`src/rtl/display_scan_mux.sv`:
```
// N-digit time-multiplexed display scanner: one-hot digit select with per-digit
// dwell, blanking dead-time between digits, enable mask, select polarity and frame strobe.
module display_scan_mux #(
    parameter int NUM_DIGITS     = 2,
    parameter int DIGIT_W        = 4,
    parameter int DWELL_CYCLES   = 10000,
    parameter int BLANK_CYCLES   = 16,
    parameter bit SEL_ACTIVE_LOW = 1'b0,
    localparam int IDX_W         = (NUM_DIGITS > 1) ? $clog2(NUM_DIGITS) : 1
) (
    input  logic                            clk,
    input  logic                            reset,
    input  logic [NUM_DIGITS*DIGIT_W-1:0]   digits_in,
    input  logic [NUM_DIGITS-1:0]           digit_en,
    output logic [NUM_DIGITS-1:0]           sel,
    output logic [DIGIT_W-1:0]              digit_out,
    output logic [IDX_W-1:0]                digit_idx,
    output logic                            frame_tick
);

    localparam int MAX_CYC = (DWELL_CYCLES > BLANK_CYCLES) ? DWELL_CYCLES : BLANK_CYCLES;
    localparam int CNT_W   = $clog2(MAX_CYC + 1);

    localparam logic [CNT_W-1:0]      DWELL_LAST = CNT_W'(DWELL_CYCLES - 1);
    localparam logic [CNT_W-1:0]      BLANK_LAST = CNT_W'((BLANK_CYCLES > 0) ? BLANK_CYCLES - 1 : 0);
    localparam logic [IDX_W-1:0]      IDX_LAST   = IDX_W'(NUM_DIGITS - 1);
    localparam logic [NUM_DIGITS-1:0] SEL_OFF    = {NUM_DIGITS{SEL_ACTIVE_LOW}};

    if (NUM_DIGITS < 1) begin : g_bad_num_digits
        $error("display_scan_mux: NUM_DIGITS must be >= 1");
    end
    if (DWELL_CYCLES < 1) begin : g_bad_dwell
        $error("display_scan_mux: DWELL_CYCLES must be >= 1");
    end

    typedef enum logic {
        ST_BLANK = 1'b0,
        ST_DWELL = 1'b1
    } state_e;

    state_e                  state_q, state_d;
    logic [CNT_W-1:0]        cnt_q, cnt_d;
    logic [IDX_W-1:0]        idx_q, idx_d;
    logic [NUM_DIGITS-1:0]   sel_q, sel_d;
    logic [DIGIT_W-1:0]      digit_q, digit_d;
    logic                    tick_q, tick_d;
    logic                    enter_dwell;

    always_comb begin
        // NOTE: every signal assigned here gets a default first, so no path can leave one unassigned and infer a latch.
        state_d     = state_q;
        cnt_d       = cnt_q + 1'b1;
        idx_d       = idx_q;
        sel_d       = sel_q;
        tick_d      = 1'b0;
        enter_dwell = 1'b0;

        case (state_q)
            ST_BLANK: begin
                if (BLANK_CYCLES == 0 || cnt_q == BLANK_LAST) begin
                    enter_dwell = 1'b1;
                end
            end
            ST_DWELL: begin
                if (cnt_q == DWELL_LAST) begin
                    idx_d  = (idx_q == IDX_LAST) ? '0 : idx_q + 1'b1;
                    tick_d = (idx_q == IDX_LAST);
                    cnt_d  = '0;
                    if (BLANK_CYCLES == 0) begin
                        enter_dwell = 1'b1;
                    end else begin
                        state_d = ST_BLANK;
                        sel_d   = SEL_OFF;
                    end
                end
            end
            default: begin
                state_d = ST_BLANK;
                sel_d   = SEL_OFF;
            end
        endcase

        // The enable bit is captured into the select register here and held for the whole dwell.
        if (enter_dwell) begin
            state_d = ST_DWELL;
            cnt_d   = '0;
            for (int k = 0; k < NUM_DIGITS; k++) begin
                sel_d[k] = (idx_d == IDX_W'(k)) && digit_en[k];
            end
            sel_d = sel_d ^ SEL_OFF;
        end

        // Indexed by the next index so the value lines up with sel on the same edge.
        digit_d = '0;
        for (int k = 0; k < NUM_DIGITS; k++) begin
            if (idx_d == IDX_W'(k)) begin
                digit_d = digits_in[k*DIGIT_W +: DIGIT_W];
            end
        end
    end

    always_ff @(posedge clk) begin
        // NOTE: sequential state uses non-blocking assignments so every register samples pre-edge values.
        if (reset) begin
            state_q <= ST_BLANK;
            cnt_q   <= '0;
            idx_q   <= '0;
            sel_q   <= SEL_OFF;
            digit_q <= '0;
            tick_q  <= 1'b0;
        end else begin
            state_q <= state_d;
            cnt_q   <= cnt_d;
            idx_q   <= idx_d;
            sel_q   <= sel_d;
            digit_q <= digit_d;
            tick_q  <= tick_d;
        end
    end

    assign sel        = sel_q;
    assign digit_out  = digit_q;
    assign digit_idx  = idx_q;
    assign frame_tick = tick_q;

endmodule

```
`config.mk`:
```
export PLATFORM = sky130hd
export DESIGN_NAME = display_scan_mux
export DESIGN_NICKNAME = d
export VERILOG_FILES = /design/src/rtl/display_scan_mux.sv
export SDC_FILE = /design/constraint.sdc
export NUM_CORES = 1
export LEC_CHECK = 0
export BUFFER_PORTS_ARGS = -buffer_cell sky130_fd_sc_hd__buf_2
export CORE_UTILIZATION = 47
export DETAILED_ROUTE_END_ITERATION = 16
export PLACE_DENSITY_LB_ADDON = 0.3
export SLEW_MARGIN = 20
export SYNTH_ARGS = -nofsm -noshare
export SYNTH_HDL_FRONTEND = slang
export SYNTH_SLANG_ARGS = --single-unit
```
`constraint.sdc`:
```
create_clock -name clk -period 1.8 [get_ports clk]
set_input_delay 0.36 -clock clk [delete_from_list [all_inputs] [get_ports clk]]
set_output_delay 0.36 -clock clk [all_outputs]
set_load 0.02 [all_outputs]
```
Word level (Yosys, flattened, before mapping)
Index checks and enable logic that the tools add are counted.
{"block": "totals", "wordCells": 34, "register_bits": 23, "output_inout_bits": 8, "in_bits": 12}
{"block": "op_classes", "mux": 14, "eq_ne": 2, "addsub": 2, "n_reduce_logical": 7, "bitwise_logic": 3}
{"operator": "$mux W14", "n": 2}
{"operator": "$add A14 B1 Y14 const B", "n": 1}
{"operator": "$eq A14 B14 Y1 const B", "n": 1}
{"operator": "$eq A14 B4 Y1 const B", "n": 1}
{"operator": "$mux W1", "n": 8}
{"operator": "$mux W2", "n": 3}
{"operator": "$mux W4", "n": 1}
{"operator": "$reduce_bool A2 Y1", "n": 2}
{"operator": "$not A1 Y1", "n": 3}
{"operator": "$reduce_or A3 Y1", "n": 1}
{"operator": "$logic_and A1 B1 Y1", "n": 2}
{"operator": "$reduce_and A2 Y1", "n": 1}
{"operator": "$reduce_or A2 Y1", "n": 1}
{"operator": "$add A1 B1 Y1 const B", "n": 1}

Logic depth before layout (Yosys ltp)
Gate-level depths: netlist (run 1).
{"block": "depth", "ltp_word": 7, "ltp_mapped": 6, "mapped_depth_nobuf": 5}

Least setup slack after synthesis (run 1)
OpenSTA, ideal clock, no wires.
{"block": "synth_path", "path_type": "reg2reg", "startpoint": "register cnt_q[5]", "endpoint": "register state_q", "synth_period_minus_slack_ps": 1804, "setup_time_ps": 70, "path_buffers": 0, "required_time_ps": 1730, "slack_ps": -4, "arrival_time_ps": 1734, "stages_incl_launch_ff": 5, "path_cell_list": "dfxtp_1 > or4_4 > or4_1 > or3_1 > a21oi_1"}
{"block": "synth_via", "elab_chain_len": 4, "word_cells_on_any_way": 7, "cone_classes": "2 x eq/ne; 5 x mux"}
{"element": "start: declaration", "line_no": "42", "rtl": "logic [CNT_W-1:0] cnt_q, cnt_d;"}
{"element": "start signal: assignment", "line_no": "113", "rtl": "cnt_q <= cnt_d;"}
{"element": "$eq A14 B14 Y1 or $eq A14 B4 Y1 (tied branches)", "line_no": "65, 60"}
{"element": "$mux W1 (on tied branches)", "line_no": "65, 60"}
{"element": "$mux W1", "line_no": "58", "rtl": "case (state_q)"}
{"element": "$mux W1 (*)", "line_no": "84", "rtl": "if (enter_dwell) begin"}
{"element": "end signal: assignment", "line_no": "112", "rtl": "state_q <= state_d;"}
{"element": "end: declaration", "line_no": "41", "rtl": "state_e state_q, state_d;"}
Mark *: on every way between the ends. The rest lies on a longest branch, timed or not.
A chain may end at the register's enable or synchronous reset.

Worst setup path in the final report (run 1)
{"block": "layout_path", "startpoint": "register cnt_q[4]", "endpoint": "register state_q"}
Same word-level chain as after synthesis.

==> impl_results.md, run 1 <==
- RSZ-0062 raised after global routing: yes
- Synth area leaders: dfxtp_1 (46%), xnor2_1 (9.7%), nor2_1 (6.4%)
- Post-layout min period: about 1.8 ns
- Most frequent cells in the layout: buf_2 (19), dfxtp_1 (18), nor2_1 (17), buf_4 (14), xnor2_1 (11)
- Die H: roughly 48 um
- Congestion Overflow GR: 0
- Synth-to-layout area growth: 29.9%
- Vias in the first global route: 778
- Core area: between 1500 and 2000 um2
- GRT Overall Usage: 19.6%
- Vias/cell: 5.08
- First-pass GRT wire length: a little over 3 mm
- CTS tree: done
- Max Root-Sink Buffers: 2
- Hold_buf cts: 0
- Final Setup Violations: 1
- Cell taking the most area after synthesis: dfxtp_1
- CTS sink count: 23
- Maximum VDD drop: 0.000428 V
- Max Cap Viol: 0
- Antenna Diode Count: 0
- DRC: 0
- Final GP Congestion: 0.848
- Worst slew margin: 76.4%
- Largest net degree at the start of global routing: 15
- Synthesized area per cell: 9.14 um2
- Syn Std Cell Area: around 1000 um2
- Fin crit share: 100%
- WP data required: 2.05 ns
- Worst-margin pin slew: 0.351 ns
- Largest fanout on the critical path: 3
- Post-synthesis cell type count: 29
- Placement row count: 16
- Die width: roughly 48 um
- Initial drt markers: 10
- DP Wirelength: 1.46 mm
- Num CTS Buffers: 3
- PwrDens: 634 nW/um2
- Final ANT Viol Nets: 0
- Final wirelength: 1.93 mm
- Initial antenna violation count: 0
- DR vias: 869
- Syn_nets: 122
- Port bufs: 19
- Post-layout nets: 158
- Critical Path AT: 2.06 ns
- Max frequency: 553 MHz
- P_leak: about 0.55 nW
- Hold Slack: between 0.2 and 0.3 ns
- Status: finished with violations
- Clock Pin Slew Worst Setup and Hold Paths: 0.12 ns
- Final max-slew violation count: 0
- Failing checks: setup timing
- 1st-pass router iterations: 4
- Final setup margin: -0.00842 ns
- Commonest non-fill, non-tap cell in the layout: buf_2
- DR WL/cell: 11.3 um
- Worst-Skew Late Latency: 0.31 ns
- DIE AREA: 2310 um2
- Crit end category: flip-flop
- Initial Util: 50.3%
- Synthesized flop and latch total: 23
- Htree depth: 1
- Sequential share of the synthesized area: 46.2%
- Post-Synthesis Cells: about 110
- Ratio of cells with drive above 1 in the final layout: 33.3%
- I/O pin cnt: 20
- Clock Tree Root: clkbuf_4
- CP Launch Type: flip-flop
- Hold Crit Class: input port to flip-flop
- Crit Path Class: flip-flop to flip-flop
- Worst Skew: 0.00225 ns
- Setup_tns: -0.00842 ns
- Ys Warns: 0
- Post-synth top area share: 46.2%
- Final Hold Viols: 0
==> stage by stage <==
step                      setup WS (ns)  total power, W  area [um2]  utilization (%)  cells
after global routing            -0.0611        0.000857        1290             65.3    171
after floorplan               -0.000838        0.000569         997                -    109
after detailed placement        -0.0155        0.000600        1220             61.7    165
after global placement           0.0167        0.000597        1220             61.7    165
after CTS                     -0.000158        0.000826        1260             63.8    169
final                          -0.00842        0.000820        1290             65.3    171
==> repair_timing <==
item                                    4_1_cts  5_1_grt
setup buffers                                 0        2
pin swaps                                     3        3
gates resized for setup                       3        6
endpoints found under the setup margin        3       20
==> Yosys cell counts <==
cell and number:
or4_4 1, and3_1 1, buf_2 1, nor4_2 1, inv_1 3, a21o_1 1, ha_1 1, nor4_1 3
and2_1 1, mux2i_1 4, dfxtp_1 23, and3b_1 1, nor2_1 17, o2bb2ai_1 1, or4_1 2, a21oi_1 2
clkbuf_1 2, nand4_1 4, o22ai_1 1, xor2_1 2, xnor2_1 11, nand3_1 6, or3_1 1, nor3_1 5
nand2b_1 8, o21ai_0 1, or3b_2 1, nand2_1 3, a22o_1 1
==> layout make-up <==
cell class / instances / area (um2)
fill: 167 / 688
multi-input combinational: 80 / 532
sequential: 23 / 469
timing repair buffer: 34 / 220
tap: 27 / 33.8
clock buffer: 3 / 22.5
inverter: 3 / 11.3
clock inverter: 1 / 5.00
==> worst paths after layout <==
kind	from	end	slack, ns	cells after the start
setup reg to reg	cnt_q[4]$_SDFF_PP0_	state_q$_SDFF_PP0_	-0.008	4
hold reg to reg	sel[1]$_SDFFE_PP0P_	sel[1]$_SDFFE_PP0P_	0.48	1
hold / removal	digits_in[5]	digit_out[1]$_SDFF_PP0_	0.29	3
setup / recovery	cnt_q[4]$_SDFF_PP0_	state_q$_SDFF_PP0_	-0.008	4
==> worst max-delay path: stages (launching register included) <==
cell,delay (ns)
dfxtp_2,0.34
or4_4,0.55
or4_4,0.43
or3_1,0.31
a21oi_1,0.11
==> flip-flops by register name (all words and copies together), names as in the netlist <==
name and cells:
cnt_q 14, digit_out 4, sel 2, digit_idx 1
frame_tick 1, state_q 1
==> power breakdown <==
group / total (W) / internal, W / switching, W
sequential: 0.000524 / 0.000518 / 0.00000586
clock: 0.000233 / 0.0000830 / 0.000150
combinational: 0.0000627 / 0.0000319 / 0.0000308
total: 0.000820 / 0.000633 / 0.000187
==> logic make-up (layout without fill, tap and decap cells) <==
| kind of cell | after synthesis | count (layout) | synth area share [%] |
|---|---|---|---|
| multiplexers | 4 | 4 | 4.02 |
| buffers and inverters | 6 | 41 | 2.39 |
| AND/OR/NAND/NOR | 55 | 55 | 30.0 |
| flip-flops | 23 | 23 | 46.2 |
| AO/OA/AOI/OAI | 7 | 7 | 4.65 |
| XOR/XNOR | 13 | 13 | 11.4 |
| adder cells (fa/ha/maj) | 1 | 1 | 1.26 |
==> layer usage <==
| layer | vias up | wire length, um | track usage [%] |
|---|---|---|---|
| met5 | - | 0 | 0 |
| met2 | 10 | 955 | 35.4 |
| li1 | 444 | - | - |
| met1 | 411 | 893 | 21.7 |
| met4 | 0 | 48 | 10.0 |
| met3 | 4 | 34 | 3.40 |
Note: power is estimated with default switching activity, not from simulation.
==> run 2: changes to the inputs <==
- PLACE_DENSITY: not set -> 0.73
- PLACE_DENSITY_LB_ADDON: 0.3 -> not set
==> impl_results.md, run 2 (same netlist as run 1, synthesis figures left out) <==
- Initial antenna violation count: 0
- Num CTS Buffers: 3
- Routed wl met2: 1.00 mm
- Die width: 48.0 um
- Vias/cell: 5.11
- Beginning of the critical path: cnt_q[4]$_SDFF_PP0_
- Maximum VDD drop: around 0.00053 V
- DR vias: 869
- Antenna Diode Count: 0
- Synth-to-layout area growth: 28.1%
- Max frequency: 522 MHz
- CTS sink count: 23
- Min-delay src: digits_in[1]
- Worst slew margin: 75.5%
- Final ANT Viol Nets: 0
- Final Setup Violations: 1
- Htree depth: 1
- Finished Core Util: 64.4%
- Initial Util: between 50% and 60%
- Hold_buf cts: 0
- Congestion Overflow GR: 0
- Failing checks: setup timing
- WP data required: between 2 and 2.5 ns
- Post-layout min period: 1.92 ns
- Met1 Routed Length: 928 um
- Crit end category: flip-flop
- Final GP Congestion: 0.858
- Post-layout nets: between 150 and 200
- Status: finished with violations
- Final setup margin: -0.116 ns
- Most frequent cells in the layout: dfxtp_1 (22), buf_2 (19), nor2_1 (17), buf_4 (13), xnor2_1 (11)
- DRC: 0
- Reg with most FFs: cnt_q
- Hold Crit Class: input port to flip-flop
- Crit Path Class: flip-flop to flip-flop
- Max Cap Viol: 0
- 1st-pass router iterations: 4
- RSZ-0062 raised after global routing: yes
- Placement row count: 16
- Number of flip-flops in the largest register: 14
- DP Wirelength: 1.49 mm
- First-pass GRT wire length: 3.22 mm
- Port bufs: 19
- Worst-Skew Late Latency: 0.32 ns
- Clock Pin Slew Worst Setup and Hold Paths: between 0.1 and 0.15 ns
- R2R Path Start: cnt_q[4]$_SDFF_PP0_
- Final wirelength: 2.03 mm
- Max Root-Sink Buffers: 2
- Flip-flop and latch area: 462 um2
- Largest fanout on the critical path: 3
- Die H: 48.0 um
- DIE AREA: 2310 um2
- Final Hold Viols: 0
- Vias in the first global route: 797
- Fillers: 178
- GRT Overall Usage: about a fifth
- PwrDens: 650 nW/um2
- Total power: 0.000829 W
- Fin crit share: 106%
- Largest net degree at the start of global routing: 15
- Initial drt markers: 22
- Area of the multi-input gates: about 530 um2
- CTS tree: done
- Clock Tree Root: clkbuf_4
- DR WL/cell: 12.0 um
- Ratio of cells with drive above 1 in the final layout: 30.1%
- Worst-margin pin slew: 0.364 ns
- Core area: 1980 um2
- WL met3: 70 um
- Final max-slew violation count: 0
- Worst Skew: between 0.01 and 0.015 ns
- Commonest non-fill, non-tap cell in the layout: dfxtp_1
- Top sig layer: met4
- P_leak: between 0.5 and 0.6 nW
- Critical Path AT: 2.16 ns
- Hold Slack: 0.275 ns
- I/O pin cnt: 20
- CP Launch Type: flip-flop
[run 2: changes by cell type in the layout (fill, tap and decap cells not counted)]
| cell | previous run | this run |
|---|---|---|
| dfxtp_2 | 4 | 1 |
| or3b_2 | 0 | 1 |
| dfxtp_1 | 18 | 22 |
| buf_4 | 14 | 13 |
| dfxtp_4 | 1 | 0 |
| or3b_4 | 1 | 0 |
[run 2: where the power goes]
part	switching (W)	internal, W
Clock	0.000157	0.0000833
Sequential	0.00000614	0.000519
Combinational	0.0000313	0.0000321
[run 2: path summary, 6_finish.rpt]
check | end | slack (ns) | cells past startpoint
setup / recovery | state_q$_SDFF_PP0_ | -0.12 | 4
hold / removal | digit_out[1]$_SDFF_PP0_ | 0.28 | 3
setup reg to reg | state_q$_SDFF_PP0_ | -0.12 | 4
hold reg to reg | sel[1]$_SDFFE_PP0P_ | 0.47 | 1
[run 2: metrics by stage]
stage / std cells / area, um2 / setup WS (ns) / TNS, ns
floorplan: 109 / 997 / -0.000838 / -0.000838
global placement: 166 / 1230 / 0.0163 / 0
detailed placement: 166 / 1230 / -0.0152 / -0.0152
CTS: 170 / 1260 / -0.0522 / -0.0522
global route: 170 / 1280 / -0.153 / -0.988
finish: 170 / 1280 / -0.116 / -0.116
[run 2: final cells by class]
| class | instances | area share (%) |
|---|---|---|
| multi-input combinational | 80 | 41.5 |
| sequential | 23 | 36.2 |
| timing repair buffer | 33 | 16.7 |
| tap | 27 | 2.65 |
| clock buffer | 3 | 1.76 |
| inverter | 3 | 0.882 |
| clock inverter | 1 | 0.392 |
[run 2: critical path, cell delays in order, from the launching register on]
cell,delay [ns]
dfxtp_1,0.33
or4_4,0.56
or4_4,0.43
or3_1,0.36
a21oi_1,0.16
[run 2: what timing repair did]
action,CTS,global route
pin swaps,0,2
setup buffers,0,0
resized for setup,0,3
setup endpoints to repair,1,21
[run 2: layer usage]
| metal | track usage, % | vias to the layer above |
|---|---|---|
| met3 | 7.92 | 7 |
| li1 | - | 443 |
| met1 | 24.4 | 405 |
| met2 | 32.2 | 14 |
| met5 | 0 | - |
| met4 | 8.89 | 0 |
